===== src/rtl/load_store_wb_if.sv =====
// load_store_wb_if: execute, data-memory and register-file signals of the load/store/writeback stage.
// The master modport is the stage itself; the slave modport is the surrounding core/memory.
interface load_store_wb_if;
    logic        ex_valid;
    logic        ex_ready;
    logic        ex_is_load;
    logic        ex_is_store;
    logic        ex_reg_write;
    logic [2:0]  ex_funct3;
    logic [31:0] ex_addr;
    logic [31:0] ex_wdata;
    logic [4:0]  ex_rd;
    logic        dmem_req_valid;
    logic        dmem_req_ready;
    logic [31:0] dmem_req_addr;
    logic        dmem_req_we;
    logic [3:0]  dmem_req_be;
    logic [31:0] dmem_req_wdata;
    logic        dmem_rsp_valid;
    logic [31:0] dmem_rsp_rdata;
    logic        reg_write;
    logic [4:0]  wb_rd;
    logic [31:0] wb_data;
    logic        exc_valid;
    logic [1:0]  exc_cause;
    logic [31:0] exc_addr;

    modport master (
        input  ex_valid, ex_is_load, ex_is_store, ex_reg_write, ex_funct3, ex_addr, ex_wdata, ex_rd,
        output ex_ready,
        output dmem_req_valid, dmem_req_addr, dmem_req_we, dmem_req_be, dmem_req_wdata,
        input  dmem_req_ready, dmem_rsp_valid, dmem_rsp_rdata,
        output reg_write, wb_rd, wb_data, exc_valid, exc_cause, exc_addr
    );

    modport slave (
        output ex_valid, ex_is_load, ex_is_store, ex_reg_write, ex_funct3, ex_addr, ex_wdata, ex_rd,
        input  ex_ready,
        input  dmem_req_valid, dmem_req_addr, dmem_req_we, dmem_req_be, dmem_req_wdata,
        output dmem_req_ready, dmem_rsp_valid, dmem_rsp_rdata,
        input  reg_write, wb_rd, wb_data, exc_valid, exc_cause, exc_addr
    );
endinterface


===== src/rtl/load_store_wb.sv =====
// load_store_wb: RV32 memory/writeback stage (loads, stores, ALU pass-through to the register file).
// Define LSU_MISALIGN_TRAP_EN to trap misaligned accesses; otherwise low address bits are forced aligned.
module load_store_wb #(
    parameter int unsigned TIMEOUT_CYCLES = 256
) (
    input  logic            clk,
    input  logic            rst_n,
    load_store_wb_if.master bus
);
    localparam int unsigned   CW       = (TIMEOUT_CYCLES > 1) ? $clog2(TIMEOUT_CYCLES) : 1;
    localparam logic [CW-1:0] CNT_LAST = CW'(TIMEOUT_CYCLES - 1);

    typedef enum logic [1:0] {ST_IDLE = 2'd0, ST_REQ = 2'd1, ST_WAIT = 2'd2, ST_WB = 2'd3} state_e;

    state_e        state_q, state_d;
    logic [CW-1:0] cnt_q, cnt_d;
    logic [2:0]    f3_q, f3_d;
    logic [1:0]    off_q, off_d;
    logic [4:0]    rd_q, rd_d;
    logic [31:0]   addr_q, addr_d;
    logic          req_valid_q, req_valid_d;
    logic          req_we_q, req_we_d;
    logic [3:0]    req_be_q, req_be_d;
    logic [31:0]   req_wdata_q, req_wdata_d;
    logic          reg_write_q, reg_write_d;
    logic [4:0]    wb_rd_q, wb_rd_d;
    logic [31:0]   wb_data_q, wb_data_d;
    logic          exc_valid_q, exc_valid_d;
    logic [1:0]    exc_cause_q, exc_cause_d;
    logic [31:0]   exc_addr_q, exc_addr_d;
    logic          misalign_s;

    function automatic logic f3_legal(input logic is_load, input logic [2:0] f3);
        case (f3)
            3'b000, 3'b001, 3'b010: f3_legal = 1'b1;
            3'b100, 3'b101:         f3_legal = is_load;
            default:                f3_legal = 1'b0;
        endcase
    endfunction

    function automatic logic [1:0] lane_offset(input logic [2:0] f3, input logic [1:0] a);
        case (f3[1:0])
            2'b00:   lane_offset = a;
            2'b01:   lane_offset = {a[1], 1'b0};
            default: lane_offset = 2'b00;
        endcase
    endfunction

    function automatic logic [3:0] byte_enables(input logic [2:0] f3, input logic [1:0] off);
        case (f3[1:0])
            2'b00:   byte_enables = 4'b0001 << off;
            2'b01:   byte_enables = 4'b0011 << off;
            default: byte_enables = 4'b1111;
        endcase
    endfunction

    function automatic logic [31:0] store_lanes(input logic [2:0] f3, input logic [31:0] d);
        case (f3[1:0])
            2'b00:   store_lanes = {4{d[7:0]}};
            2'b01:   store_lanes = {2{d[15:0]}};
            default: store_lanes = d;
        endcase
    endfunction

    // funct3[2] set means zero-extend (LBU/LHU)
    function automatic logic [31:0] load_align(input logic [2:0] f3, input logic [1:0] off,
                                               input logic [31:0] w);
        logic [31:0] s;
        s = w >> {off, 3'b000};
        case (f3[1:0])
            2'b00:   load_align = f3[2] ? {24'd0, s[7:0]}  : {{24{s[7]}}, s[7:0]};
            2'b01:   load_align = f3[2] ? {16'd0, s[15:0]} : {{16{s[15]}}, s[15:0]};
            default: load_align = w;
        endcase
    endfunction

`ifdef LSU_MISALIGN_TRAP_EN
    assign misalign_s = ((bus.ex_funct3[1:0] == 2'b01) && bus.ex_addr[0]) ||
                        ((bus.ex_funct3[1:0] == 2'b10) && (bus.ex_addr[1:0] != 2'b00));
`else
    assign misalign_s = 1'b0;
`endif

    // Next-state and registered-output computation
    always_comb begin
        state_d     = state_q;
        cnt_d       = cnt_q;
        f3_d        = f3_q;
        off_d       = off_q;
        rd_d        = rd_q;
        addr_d      = addr_q;
        req_valid_d = req_valid_q;
        req_we_d    = req_we_q;
        req_be_d    = req_be_q;
        req_wdata_d = req_wdata_q;
        reg_write_d = 1'b0;
        wb_rd_d     = wb_rd_q;
        wb_data_d   = wb_data_q;
        exc_valid_d = 1'b0;
        exc_cause_d = exc_cause_q;
        exc_addr_d  = exc_addr_q;
        case (state_q)
            ST_IDLE: begin
                if (bus.ex_valid && (bus.ex_is_load || bus.ex_is_store)) begin
                    if (!f3_legal(bus.ex_is_load, bus.ex_funct3) || misalign_s) begin
                        exc_valid_d = 1'b1;
                        exc_cause_d = misalign_s && f3_legal(bus.ex_is_load, bus.ex_funct3) ? 2'b01 : 2'b11;
                        exc_addr_d  = bus.ex_addr;
                    end else begin
                        state_d     = ST_REQ;
                        f3_d        = bus.ex_funct3;
                        off_d       = lane_offset(bus.ex_funct3, bus.ex_addr[1:0]);
                        rd_d        = bus.ex_rd;
                        addr_d      = bus.ex_addr;
                        req_valid_d = 1'b1;
                        req_we_d    = bus.ex_is_store;
                        req_be_d    = byte_enables(bus.ex_funct3,
                                                   lane_offset(bus.ex_funct3, bus.ex_addr[1:0]));
                        req_wdata_d = store_lanes(bus.ex_funct3, bus.ex_wdata);
                    end
                end else if (bus.ex_valid && bus.ex_reg_write) begin
                    state_d     = ST_WB;
                    reg_write_d = (bus.ex_rd != 5'd0);
                    wb_rd_d     = bus.ex_rd;
                    wb_data_d   = bus.ex_addr;
                end else begin
                    state_d = ST_IDLE;
                end
            end
            ST_REQ: begin
                if (bus.dmem_req_ready) begin
                    req_valid_d = 1'b0;
                    state_d     = req_we_q ? ST_IDLE : ST_WAIT;
                    cnt_d       = '0;
                end else begin
                    state_d = ST_REQ;
                end
            end
            ST_WAIT: begin
                if (bus.dmem_rsp_valid) begin
                    state_d     = ST_WB;
                    reg_write_d = (rd_q != 5'd0);
                    wb_rd_d     = rd_q;
                    wb_data_d   = load_align(f3_q, off_q, bus.dmem_rsp_rdata);
                end else if ((TIMEOUT_CYCLES != 0) && (cnt_q == CNT_LAST)) begin
                    state_d     = ST_IDLE;
                    exc_valid_d = 1'b1;
                    exc_cause_d = 2'b10;
                    exc_addr_d  = addr_q;
                end else begin
                    cnt_d = cnt_q + CW'(1);
                end
            end
            ST_WB: begin
                state_d = ST_IDLE;
            end
            default: begin
                state_d = ST_IDLE;
            end
        endcase
    end

    // State and output registers
    always_ff @(posedge clk or negedge rst_n) begin
        if (!rst_n) begin
            state_q     <= ST_IDLE;
            cnt_q       <= '0;
            f3_q        <= 3'd0;
            off_q       <= 2'd0;
            rd_q        <= 5'd0;
            addr_q      <= 32'd0;
            req_valid_q <= 1'b0;
            req_we_q    <= 1'b0;
            req_be_q    <= 4'd0;
            req_wdata_q <= 32'd0;
            reg_write_q <= 1'b0;
            wb_rd_q     <= 5'd0;
            wb_data_q   <= 32'd0;
            exc_valid_q <= 1'b0;
            exc_cause_q <= 2'd0;
            exc_addr_q  <= 32'd0;
        end else begin
            state_q     <= state_d;
            cnt_q       <= cnt_d;
            f3_q        <= f3_d;
            off_q       <= off_d;
            rd_q        <= rd_d;
            addr_q      <= addr_d;
            req_valid_q <= req_valid_d;
            req_we_q    <= req_we_d;
            req_be_q    <= req_be_d;
            req_wdata_q <= req_wdata_d;
            reg_write_q <= reg_write_d;
            wb_rd_q     <= wb_rd_d;
            wb_data_q   <= wb_data_d;
            exc_valid_q <= exc_valid_d;
            exc_cause_q <= exc_cause_d;
            exc_addr_q  <= exc_addr_d;
        end
    end

    assign bus.ex_ready       = (state_q == ST_IDLE);
    assign bus.dmem_req_valid = req_valid_q;
    assign bus.dmem_req_addr  = {addr_q[31:2], 2'b00};
    assign bus.dmem_req_we    = req_we_q;
    assign bus.dmem_req_be    = req_be_q;
    assign bus.dmem_req_wdata = req_wdata_q;
    assign bus.reg_write      = reg_write_q;
    assign bus.wb_rd          = wb_rd_q;
    assign bus.wb_data        = wb_data_q;
    assign bus.exc_valid      = exc_valid_q;
    assign bus.exc_cause      = exc_cause_q;
    assign bus.exc_addr       = exc_addr_q;
endmodule

===== src/flat_wrapper.sv =====
// flat-port wrapper written by rule: the top's interface ports become plain ports
module load_store_wb_flat 
#(
    parameter int unsigned TIMEOUT_CYCLES = 256
)
  (clk, rst_n, bus_ex_valid, bus_ex_is_load, bus_ex_is_store, bus_ex_reg_write, bus_ex_funct3, bus_ex_addr, bus_ex_wdata, bus_ex_rd, bus_ex_ready, bus_dmem_req_valid, bus_dmem_req_addr, bus_dmem_req_we, bus_dmem_req_be, bus_dmem_req_wdata, bus_dmem_req_ready, bus_dmem_rsp_valid, bus_dmem_rsp_rdata, bus_reg_write, bus_wb_rd, bus_wb_data, bus_exc_valid, bus_exc_cause, bus_exc_addr);
  load_store_wb_if bus_i ();
  input  logic clk;
  input  logic rst_n;
  input wire logic [$bits(bus_i.ex_valid)-1:0] bus_ex_valid;
  input wire logic [$bits(bus_i.ex_is_load)-1:0] bus_ex_is_load;
  input wire logic [$bits(bus_i.ex_is_store)-1:0] bus_ex_is_store;
  input wire logic [$bits(bus_i.ex_reg_write)-1:0] bus_ex_reg_write;
  input wire logic [$bits(bus_i.ex_funct3)-1:0] bus_ex_funct3;
  input wire logic [$bits(bus_i.ex_addr)-1:0] bus_ex_addr;
  input wire logic [$bits(bus_i.ex_wdata)-1:0] bus_ex_wdata;
  input wire logic [$bits(bus_i.ex_rd)-1:0] bus_ex_rd;
  output wire logic [$bits(bus_i.ex_ready)-1:0] bus_ex_ready;
  output wire logic [$bits(bus_i.dmem_req_valid)-1:0] bus_dmem_req_valid;
  output wire logic [$bits(bus_i.dmem_req_addr)-1:0] bus_dmem_req_addr;
  output wire logic [$bits(bus_i.dmem_req_we)-1:0] bus_dmem_req_we;
  output wire logic [$bits(bus_i.dmem_req_be)-1:0] bus_dmem_req_be;
  output wire logic [$bits(bus_i.dmem_req_wdata)-1:0] bus_dmem_req_wdata;
  input wire logic [$bits(bus_i.dmem_req_ready)-1:0] bus_dmem_req_ready;
  input wire logic [$bits(bus_i.dmem_rsp_valid)-1:0] bus_dmem_rsp_valid;
  input wire logic [$bits(bus_i.dmem_rsp_rdata)-1:0] bus_dmem_rsp_rdata;
  output wire logic [$bits(bus_i.reg_write)-1:0] bus_reg_write;
  output wire logic [$bits(bus_i.wb_rd)-1:0] bus_wb_rd;
  output wire logic [$bits(bus_i.wb_data)-1:0] bus_wb_data;
  output wire logic [$bits(bus_i.exc_valid)-1:0] bus_exc_valid;
  output wire logic [$bits(bus_i.exc_cause)-1:0] bus_exc_cause;
  output wire logic [$bits(bus_i.exc_addr)-1:0] bus_exc_addr;
  assign bus_i.ex_valid = bus_ex_valid;
  assign bus_i.ex_is_load = bus_ex_is_load;
  assign bus_i.ex_is_store = bus_ex_is_store;
  assign bus_i.ex_reg_write = bus_ex_reg_write;
  assign bus_i.ex_funct3 = bus_ex_funct3;
  assign bus_i.ex_addr = bus_ex_addr;
  assign bus_i.ex_wdata = bus_ex_wdata;
  assign bus_i.ex_rd = bus_ex_rd;
  assign bus_ex_ready = bus_i.ex_ready;
  assign bus_dmem_req_valid = bus_i.dmem_req_valid;
  assign bus_dmem_req_addr = bus_i.dmem_req_addr;
  assign bus_dmem_req_we = bus_i.dmem_req_we;
  assign bus_dmem_req_be = bus_i.dmem_req_be;
  assign bus_dmem_req_wdata = bus_i.dmem_req_wdata;
  assign bus_i.dmem_req_ready = bus_dmem_req_ready;
  assign bus_i.dmem_rsp_valid = bus_dmem_rsp_valid;
  assign bus_i.dmem_rsp_rdata = bus_dmem_rsp_rdata;
  assign bus_reg_write = bus_i.reg_write;
  assign bus_wb_rd = bus_i.wb_rd;
  assign bus_wb_data = bus_i.wb_data;
  assign bus_exc_valid = bus_i.exc_valid;
  assign bus_exc_cause = bus_i.exc_cause;
  assign bus_exc_addr = bus_i.exc_addr;
  load_store_wb #(.TIMEOUT_CYCLES(TIMEOUT_CYCLES)) u_core (.clk(clk), .rst_n(rst_n), .bus(bus_i));
endmodule

===== config.mk =====
export PLATFORM = sky130hd
export DESIGN_NAME = load_store_wb_flat
export DESIGN_NICKNAME = d
export VERILOG_FILES = /design/src/rtl/load_store_wb_if.sv /design/src/rtl/load_store_wb.sv /design/src/flat_wrapper.sv
export SDC_FILE = /design/constraint.sdc
export NUM_CORES = 1
export LEC_CHECK = 0
export BUFFER_PORTS_ARGS = -buffer_cell sky130_fd_sc_hd__buf_2
export CAP_MARGIN = 20
export CELL_PAD_IN_SITES_DETAIL_PLACEMENT = 0
export CELL_PAD_IN_SITES_GLOBAL_PLACEMENT = 1
export CORE_ASPECT_RATIO = 1.25
export CORE_MARGIN = 2
export CORE_UTILIZATION = 42
export DETAILED_ROUTE_END_ITERATION = 10
export GPL_TIMING_DRIVEN = 0
export PLACE_DENSITY_LB_ADDON = 0.2
export SYNTH_ARGS = -nofsm -noshare
export SYNTH_HDL_FRONTEND = slang
export SYNTH_SLANG_ARGS = --single-unit

===== constraint.sdc =====
create_clock -name clk -period 4.8 [get_ports clk]
set_input_delay 0.24 -clock clk [delete_from_list [all_inputs] [get_ports clk]]
set_output_delay 0.24 -clock clk [all_outputs]
set_load 0.05 [all_outputs]

* Word level (Yosys, flattened, before mapping)
Cells that the tools add are included.
** Word-level totals
- Flip-flop bits (word level) :: 163
- Bits in latches :: 0
- RAM bits :: 0
- ROM bits :: 0
- Bits of input ports :: 112
- Logic and storage cells :: 117
- Memories kept :: 0
** Operators by class
- Add/subtract/negate cells :: 1
- Multiply operators :: 0
- Div/mod/pow operators :: 0
- Magnitude comparators :: 0
- Equal/unequal tests :: 22
- Shift-type cells :: 3
- Muxes and demuxes :: 55
- Bitwise gates (word level) :: 0
- Reductions and logical operators :: 20
** Operator list (count)
- two-way mux 32 bit :: 9
- one-hot mux 32 bit (2 select lines) :: 4
- right shift 32 x 5 -> 16 bit :: 1
- two-way mux 2 bit :: 14
- two-way mux 8 bit :: 3
- one-hot mux 8 bit (2 select lines) :: 1
- two-way mux 5 bit :: 3
- two-way mux 1 bit :: 12
- inequality test 2 bit, second input constant :: 6
- AND reduction 4 bit :: 3
- one-hot mux 5 bit (2 select lines) :: 1
- nonzero test 5 bit :: 2
- adder 8 x 1 -> 8 bit, second input constant :: 1
- equality test 8 bit, second input constant :: 1
- inequality test 2 x 1 -> 1 bit, second input constant :: 4
- one-hot mux 1 bit (2 select lines) :: 4
- one-hot mux 2 bit (2 select lines) :: 2
- one-hot mux 2 bit (4 select lines) :: 1
- one-hot mux 4 bit (2 select lines) :: 1
- equality test 2 x 1 -> 1 bit, second input constant :: 3
- equality test 3 bit, second input constant :: 2
- zero test 2 bit :: 3
- nonzero test 2 bit :: 3
- AND reduction 5 bit :: 1
- other kinds (14) :: 16

* Depth between registers and ports, before layout
Gate-level depths: netlist of the first run.
- Depth after elaboration :: 10
- Depth in mapped cells :: 8

* Least setup slack after synthesis of the first run
No wires, ideal clock.
- Kind :: register to register
- Start :: register u_core.state_q[0]
- End :: register u_core.wb_data_q[6], in the netlist u_core.bus.wb_data[6]
- Library setup time :: 0.121 ns
- Arrival :: 2.142 ns
- Setup slack :: 2.537 ns
- Cell stages (with the launch flop) :: 8
- Clock period less this slack :: 2.263 ns
- Cells stage by stage :: dfrtp_1 -> buf_2 -> nor2_1 -> a41o_1 -> clkbuf_1 -> buf_2 -> nand2_1 -> o22a_1
** Between the ends
- Cells in the longest elaborated chain, start to end :: 3
- Elaborated cells between the ends (all ways) :: 8
- Classes of those cells :: 4 x eq/ne; 1 x mux; 3 x reduce/logical
** Ends and longest elaborated chain
- from (decl) :: line load_store_wb.sv:15 : state_e state_q, state_d;
- from (signal assigned) :: line load_store_wb.sv:183 : state_q <= state_d;
- zero test 2 bit (*)
- named net bus_ex_ready :: line flat_wrapper.sv:18 : output wire logic [$bits(bus_i.ex_ready)-1:0] bus_ex_ready;
- inequality test 2 bit (no line) (tied with other cells)
- AND reduction 4 bit (no line)
- to (signal assigned) :: line load_store_wb.sv:195 : wb_data_q <= wb_data_d;
- to (decl) :: line load_store_wb.sv:27 : logic [31:0] wb_data_q, wb_data_d;
Mark *: on every way through the listed nets, which the timed path passes. The rest lies on a longest branch.
A chain may end at the register's enable or synchronous reset.

* Final worst setup path of the first run
- Start :: register u_core.state_q[0]
- End :: register u_core.exc_addr_q[9], in the netlist u_core.bus.exc_addr[9]
** Between the ends
- Cells in the longest elaborated chain, start to end :: 3
- Elaborated cells between the ends (all ways) :: 9
- Classes of those cells :: 5 x eq/ne; 1 x mux; 3 x reduce/logical
** Ends and longest elaborated chain
- equality test 2 bit or zero test 2 bit (tied branches) :: line load_store_wb.sv:102 : case (state_q)
- inequality test 2 x 1 -> 1 bit (no line) (tied with other cells)
- AND reduction 5 bit (no line)
- to (signal assigned) :: line load_store_wb.sv:198 : exc_addr_q <= exc_addr_d;
- to (decl) :: line load_store_wb.sv:30 : logic [31:0] exc_addr_q, exc_addr_d;
Several ways; a longest one is shown, not always the timed one.

==> qor.txt, run 1 <==
Starting Density -> 0.427
Port bufs -> 252
Yosys warns -> 0
Drt total wl -> 25900 µm
HP Class -> input pin to flip-flop
Setup crit start kind -> flip-flop
Final Cycle Share -> 0.494
CTS HTree Levels -> 4
Clk sinks -> 163
Final min period -> 2370 ps
Crit-path most repeated cell -> buf_2
Max-cap viol count -> 0
Cells after synthesis -> 806
Max Root-Sink Buffers -> 2
CTS Buf Count -> 17
Least-Margin Pin Slew -> 947 ps
Chip width -> 129 µm
Congestion Overflow GR -> 0
Post-Synth XOR/XNOR Area -> 0.00212
Clock Skew -> 10.8 ps
CP Cell Sequence -> buf_2 -> nand2b_1 -> buf_2 -> nor4_4 -> or2_1 -> buf_2 -> buf_4 -> a31oi_1
DR iter-0 viols -> 466
DIE HEIGHT -> 161 µm
Clk Latency, worst-skew pair -> 440 ps
DRC -> 0
Design Power -> 8.52 mW
Status -> finished, final reports clean
TritonCTS clock tree -> done
WL/cell -> 19.0 µm
Placed inst area -> 0.00989 mm²
Post-synthesis mux area share -> 0.132
Largest net degree at the start of global routing -> 105
Cell type group with the largest total delay on the critical path -> simple AND/OR/NAND/NOR gates
Synth cell types -> 58
Simple-Gate Fraction of Synth Area -> 0.141
Total negative slack -> 0 ps
Antenna-violating nets left -> 0
Antenna violations before repair -> 5
DP HPWL -> 19300 µm
Vias -> 7172
Synthesized area -> 0.00825 mm²
Slowest-stage cell, CP -> nor4_4
Core Area -> 0.0193 mm²
RSZ-0062 raised after global routing -> no
Max VDD drop -> 0.459 mV
Worst Path Arrival -> 2690 ps
Crit. End Element -> flip-flop
Max FO, Critical Path -> 10
Achievable frequency -> 421 MHz
Ys flop type -> dfrtp_1
Post-synth ARST share -> 1.00
Slew margin rel. -> 0.366
Post-synth EDFFs -> 0
Gpl congestion -> 0.933
Worst hold slack -> 49.4 ps
P&R area growth vs syn -> 27.1%
Seq/Total Area, Yosys -> 0.494
Pwr dens -> 812 mW/mm²
DRT Pass-1 Iters -> 6
Gr usage total -> 0.248
Adder-cell share of the synthesized area -> 0.00152
Final instance area -> 0.0105 mm²
CP peak stage delay -> 670 ps
Final Hold Vio Count -> 0
Clock Tree Root -> clkbuf_16
Largest family of logic cells by synthesized area -> compound AO/OA/AOI/OAI gates
Max-slew violation count -> 0
Via density -> 5.26
Post-layout nets -> 1193
Fillers -> 1853
Sum of buffers and inverters on the critical path -> 4
Share of cells above drive strength 1 -> 0.370
#FFs+latches synth -> 163
Req. time, crit path -> 5110 ps
I/O pin cnt -> 256
Pleak -> 5.06 nW
Core Rows -> 57
Syn avg cell area -> 10.2 µm²
Total die area -> 0.0208 mm²
Crit Path Class -> flip-flop to flip-flop
Final setup viols -> 0
First-pass GRT wire length -> 39300 µm
Vias in the first global route -> 6918
Worst-path clk slew -> 70 ps
Compound-Gate Fraction of Synth Area -> 0.156
[report_power, final]
part / switching (mW) / total [mW] / internal [mW]
combinational: 3.29 / 4.73 / 1.44
clock: 0.660 / 1.36 / 0.698
sequential: 0.419 / 2.44 / 2.02
[timing repair]
item | CTS | global route
endpoints found under the setup margin | 0 | 0
hold endpoints to repair | 59 | 0
resized for setup | 0 | 0
setup buffers | 0 | 0
hold buffers | 1 | 0
[cell type report]
type	instances	area, µm²	area share
Antenna cell	5	12.5	0.00119
Timing Repair Buffer	254	1310	0.125
Sequential cell	163	4080	0.389
Clock buffer	17	425	0.0405
Inverter	7	26.3	0.00250
Multi-Input combinational cell	540	3580	0.341
Tap cell	265	332	0.0316
Clock inverter	15	158	0.0150
Buffer	97	574	0.0547
[placed cells by master, fill, tap and decap left out, drive strengths merged, types with 23 or more instances in the layout]
cell    instances
a21oi          34
a221oi         23
a31oi          24
buf           316
clkbuf         51
dfrtp         163
mux2           49
mux2i          35
nand2         106
nor2           70
nor3           34
o21ai          48
[per-layer routing]
metal  part of all wire  GRT usage  vias to the layer above  wire, µm
li1                   -          -                     3404         -
met1               0.43      0.331                     3474     11200
met2               0.48      0.399                      260     12500
met3              0.066     0.0623                       32      1700
met4              0.019     0.0726                        2       492
met5            0.00050          0                        -        13
[logic make-up after synthesis]
group                      count (synthesis)
buffers and inverters                    104
xor gates and xnor gates                   2
AOI/OAI and AO/OA                        197
and+or+nand+nor                          254
adders and majority gates                  1
muxes                                     84
other                                      1
DFF                                      163
[worst paths after layout]
check                                                    start  cells past startpoint  slack, ps                                  end
setup / recovery                 u_core.state_q[0]$_DFFE_PN0P_                      8       2430   u_core.bus.exc_addr[9]$_DFFE_PN0P_
min in group asynchronous                                rst_n                      2        320  u_core.bus.exc_cause[0]$_DFFE_PN0P_
setup reg to reg                 u_core.state_q[0]$_DFFE_PN0P_                      8       2430   u_core.bus.exc_addr[9]$_DFFE_PN0P_
max in group asynchronous                                rst_n                      3       3560   u_core.bus.exc_addr[9]$_DFFE_PN0P_
hold reg to reg            u_core.bus.exc_cause[1]$_DFFE_PN0P_                      1        480  u_core.bus.exc_cause[1]$_DFFE_PN0P_
hold / removal                                  bus_ex_addr[3]                      2         50         u_core.addr_q[3]$_DFFE_PN0P_
[synth_stat cells (all sizes together), types with 8 or more instances]
master,n,share of area
dfrtp,163,0.49
nand2,106,0.048
nor2,70,0.032
buf,63,0.054
mux2,49,0.089
o21ai,48,0.029
mux2i,35,0.042
a21oi,34,0.021
clkbuf,34,0.015
nor3,34,0.021
a31oi,24,0.018
a221oi,23,0.024
a22oi,21,0.019
o211ai,10,0.0091
a211oi,8,0.0079
nand3b,8,0.0073
[registers in the layout, summed over array words and instances (netlist names)]
name / count
u_core.addr_q: 32
u_core.bus.dmem_req_be: 4
u_core.bus.dmem_req_valid: 1
u_core.bus.dmem_req_wdata: 32
u_core.bus.dmem_req_we: 1
u_core.bus.exc_addr: 32
u_core.bus.exc_cause: 2
u_core.bus.exc_valid: 1
u_core.bus.reg_write: 1
u_core.bus.wb_data: 32
u_core.bus.wb_rd: 5
u_core.cnt_q: 8
u_core.f3_q: 3
u_core.off_q: 2
u_core.rd_q: 5
u_core.state_q: 2
[per-stage QoR]
| stage | util | instances | setup WS [ps] |
|---|---|---|---|
| 6_report | 0.543 | 1363 | 2430 |
| 5_1_grt | 0.543 | 1361 | 2250 |
| 4_1_cts | 0.542 | 1358 | 2390 |
| 3_5_place_dp | 0.511 | 1325 | 2410 |
| 3_3_place_gp | 0.510 | 1324 | 834 |
| 2_1_floorplan | - | 807 | 2540 |
Note: power is estimated with default switching activity, not from simulation.
==> inputs of run 2 (changes only) <==
--- a/config.mk
+++ b/config.mk
@@ -11,7 +11,7 @@
 export CELL_PAD_IN_SITES_GLOBAL_PLACEMENT = 1
 export CORE_ASPECT_RATIO = 1.25
 export CORE_MARGIN = 2
-export CORE_UTILIZATION = 42
+export CORE_UTILIZATION = 35
 export DETAILED_ROUTE_END_ITERATION = 10
 export GPL_TIMING_DRIVEN = 0
 export PLACE_DENSITY_LB_ADDON = 0.2
==> constraint.sdc (replaced) <==
create_clock -name clk -period 1.96 [get_ports clk]
set_input_delay 0.098 -clock clk [delete_from_list [all_inputs] [get_ports clk]]
set_output_delay 0.098 -clock clk [all_outputs]
set_load 0.05 [all_outputs]
==> run 2 against run 1 <==
Against the previous run:
- clock-buffer cell count stayed put
- critical endpoint is now u_core.bus.wb_data[26]$_DFFE_PN0P_
- sequential power is 150% higher
- global-route usage is 1.9 points lower
==> qor.txt, run 2 (synthesis results as in run 1) <==
Drt total wl -> 28500 µm (was 25900 µm)
Status -> finished, final reports clean (unchanged)
Commonest non-fill, non-tap cells in the layout -> buf_2 (262), dfrtp_1 (161), nand2_1 (106) (was buf_2 (269), dfrtp_1 (163), nand2_1 (106))
CTS Buf Count -> 17 (unchanged)
Max Root-Sink Buffers -> 2 (unchanged)
Max-cap viol count -> 0 (unchanged)
Clock Skew -> 12.4 ps (was 10.8 ps)
Clock power frac -> 0.167 (was 0.159)
Chip width -> 141 µm (was 129 µm)
DIE HEIGHT -> 176 µm (was 161 µm)
DRT Pass-1 Iters -> 4 (was 6)
Antenna violations before repair -> 2 (was 5)
Antenna-violating nets left -> 0 (unchanged)
Post-layout nets -> 1283 (was 1193)
Core Area -> 0.0230 mm² (was 0.0193 mm²)
Gr usage total -> 0.228 (was 0.248)
Non-Filler Instances -> 1473 (was 1363)
Design Power -> 21.5 mW (was 8.52 mW)
Max FO, Critical Path -> 10 (unchanged)
Port bufs -> 252 (unchanged)
Final Hold Vio Count -> 0 (unchanged)
Crit. End Element -> flip-flop (unchanged)
Clk sinks -> 163 (unchanged)
P&R area growth vs syn -> 40.2% (was 27.1%)
Sw power -> 10.8 mW (was 4.37 mW)
Combinational power share -> 0.554 (was 0.555)
RSZ-0062 raised after global routing -> no (unchanged)
Share of cells above drive strength 1 -> 0.360 (was 0.370)
Sum of buffers and inverters on the critical path -> 2 (was 4)
Final instance area -> 0.0116 mm² (was 0.0105 mm²)
CTS HTree Levels -> 4 (unchanged)
Via density -> 5.11 (was 5.26)
TritonCTS clock tree -> done (unchanged)
CP Cell Sequence -> buf_4 -> nor2_4 -> nand4_1 -> clkbuf_1 -> a221oi_1 (was buf_2 -> nand2b_1 -> buf_2 -> nor4_4 -> or2_1 -> buf_2 -> buf_4 -> a31oi_1)
Gpl congestion -> 0.820 (was 0.933)
Final setup viols -> 0 (unchanged)
Slowest-stage cell, CP -> dfrtp_2 (was nor4_4)
Final Cycle Share -> 0.952 (was 0.494)
Total die area -> 0.0248 mm² (was 0.0208 mm²)
Largest net degree at the start of global routing -> 100 (was 105)
Achievable frequency -> 536 MHz (was 421 MHz)
Vias -> 7527 (was 7172)
DRC -> 0 (unchanged)
Congestion Overflow GR -> 0 (unchanged)
First-pass GRT wire length -> 43400 µm (was 39300 µm)
Starting Density -> 0.358 (was 0.427)
Worst-path clk slew -> 70 ps (about the same)
I/O pin cnt -> 256 (unchanged)
Final core occ -> 0.502 (was 0.543)
Slew margin rel. -> 0.404 (was 0.366)
Switching share of power -> 0.501 (was 0.513)
DR iter-0 viols -> 354 (was 466)
Cell type group with the largest total delay on the critical path -> buffers and inverters (was simple AND/OR/NAND/NOR gates)
Final min period -> 1870 ps (was 2370 ps)
Vias in the first global route -> 7573 (was 6918)
Placed inst area -> 0.00992 mm² (was 0.00989 mm²)
Internal Power -> 10.7 mW (was 4.15 mW)
Worst Path Arrival -> 2180 ps (was 2690 ps)
Commonest non-fill, non-tap cell in the layout -> buf_2 (unchanged)
Core Rows -> 62 (was 57)
WL/cell -> 19.4 µm (was 19.0 µm)
Pwr dens -> 1860 mW/mm² (was 812 mW/mm²)
HP Class -> input pin to flip-flop (unchanged)
Crit Path Class -> flip-flop to flip-flop (unchanged)
Clock Tree Root -> clkbuf_16 (unchanged)
Least-Margin Pin Slew -> 891 ps (was 947 ps)
Max-slew violation count -> 0 (unchanged)
Setup crit start kind -> flip-flop (unchanged)
Clk Latency, worst-skew pair -> 430 ps (was 440 ps)
Reg power frac -> 0.279 (was 0.286)
Inst Count DP -> 1348 (was 1325)
DP HPWL -> 21000 µm (was 19300 µm)
Worst hold slack -> 19.2 ps (was 49.4 ps)
CP peak stage delay -> 450 ps (was 670 ps)
Max VDD drop -> 1.00 mV (was 0.459 mV)
Pleak -> 5.51 nW (was 5.06 nW)
Req. time, crit path -> 2270 ps (was 5110 ps)
## run 2: power by group through the flow
stage          Combinational, mW  Sequential, mW  Clock, mW
3_5_place_dp                11.7            6.02          0
6_report                    11.9            6.00       3.59
4_1_cts                     11.9            6.00       3.66
5_1_grt                     12.6            6.20       3.80
3_3_place_gp                11.6            5.99          0
2_1_floorplan               5.16            9.68          0
## run 2: timing repair
item	in CTS	in global routing
hold endpoints to repair	174	0
pin swaps	3	3
hold buffers	87	0
buffers inserted	5	3
endpoints found under the setup margin	72	49
gates resized for setup	22	15
## run 2: layout make-up
class	count	area [µm²]
Fill cell	2196	11500
Tap cell	288	360
Clock inverter	15	198
Sequential cell	163	4080
Timing Repair Buffer	348	2230
Antenna cell	2	5.00
Clock buffer	17	425
Multi-Input combinational cell	540	3620
Buffer	93	616
Inverter	7	26.3
## run 2: worst paths after layout
| path | from | end | slack [ps] | depth (start not counted) |
|---|---|---|---|---|
| worst max register to register | u_core.state_q[0]$_DFFE_PN0P_ | u_core.bus.wb_data[26]$_DFFE_PN0P_ | 90 | 5 |
| min in group asynchronous | rst_n | u_core.bus.exc_cause[0]$_DFFE_PN0P_ | 200 | 2 |
| worst min-delay path | bus_ex_wdata[12] | u_core.bus.dmem_req_wdata[12]$_DFFE_PN0P_ | 20 | 3 |
| worst min register to register | u_core.bus.exc_cause[1]$_DFFE_PN0P_ | u_core.bus.exc_cause[1]$_DFFE_PN0P_ | 470 | 1 |
| max in group asynchronous | rst_n | u_core.addr_q[5]$_DFFE_PN0P_ | 880 | 3 |
| worst max-delay path | u_core.state_q[0]$_DFFE_PN0P_ | u_core.bus.wb_data[26]$_DFFE_PN0P_ | 90 | 5 |
## run 2: worst register-to-register path, cell delays in order, from the launching register on
cell      delay [ps]
dfrtp_2          450
buf_4            170
nor2_4           140
nand4_1          310
clkbuf_1         340
a221oi_1         350
## run 2: stage by stage
stage,setup TNS [ps],worst slack [ps]
4_1_cts,0,25.0
3_3_place_gp,-333060,-1960
2_1_floorplan,0,178
5_1_grt,0,1.09
3_5_place_dp,-17300,-495
6_report,0,94.1
## run 2: routing by layer
| layer | vias up | share of wire | track usage | wire [µm] |
|---|---|---|---|---|
| li1 | 3582 | - | - | - |
| met1 | 3689 | 0.43 | 0.295 | 12300 |
| met2 | 235 | 0.50 | 0.390 | 14200 |
| met3 | 21 | 0.059 | 0.0504 | 1670 |
| met4 | 0 | 0.012 | 0.0554 | 352 |
| met5 | - | 0 | 0 | 0 |
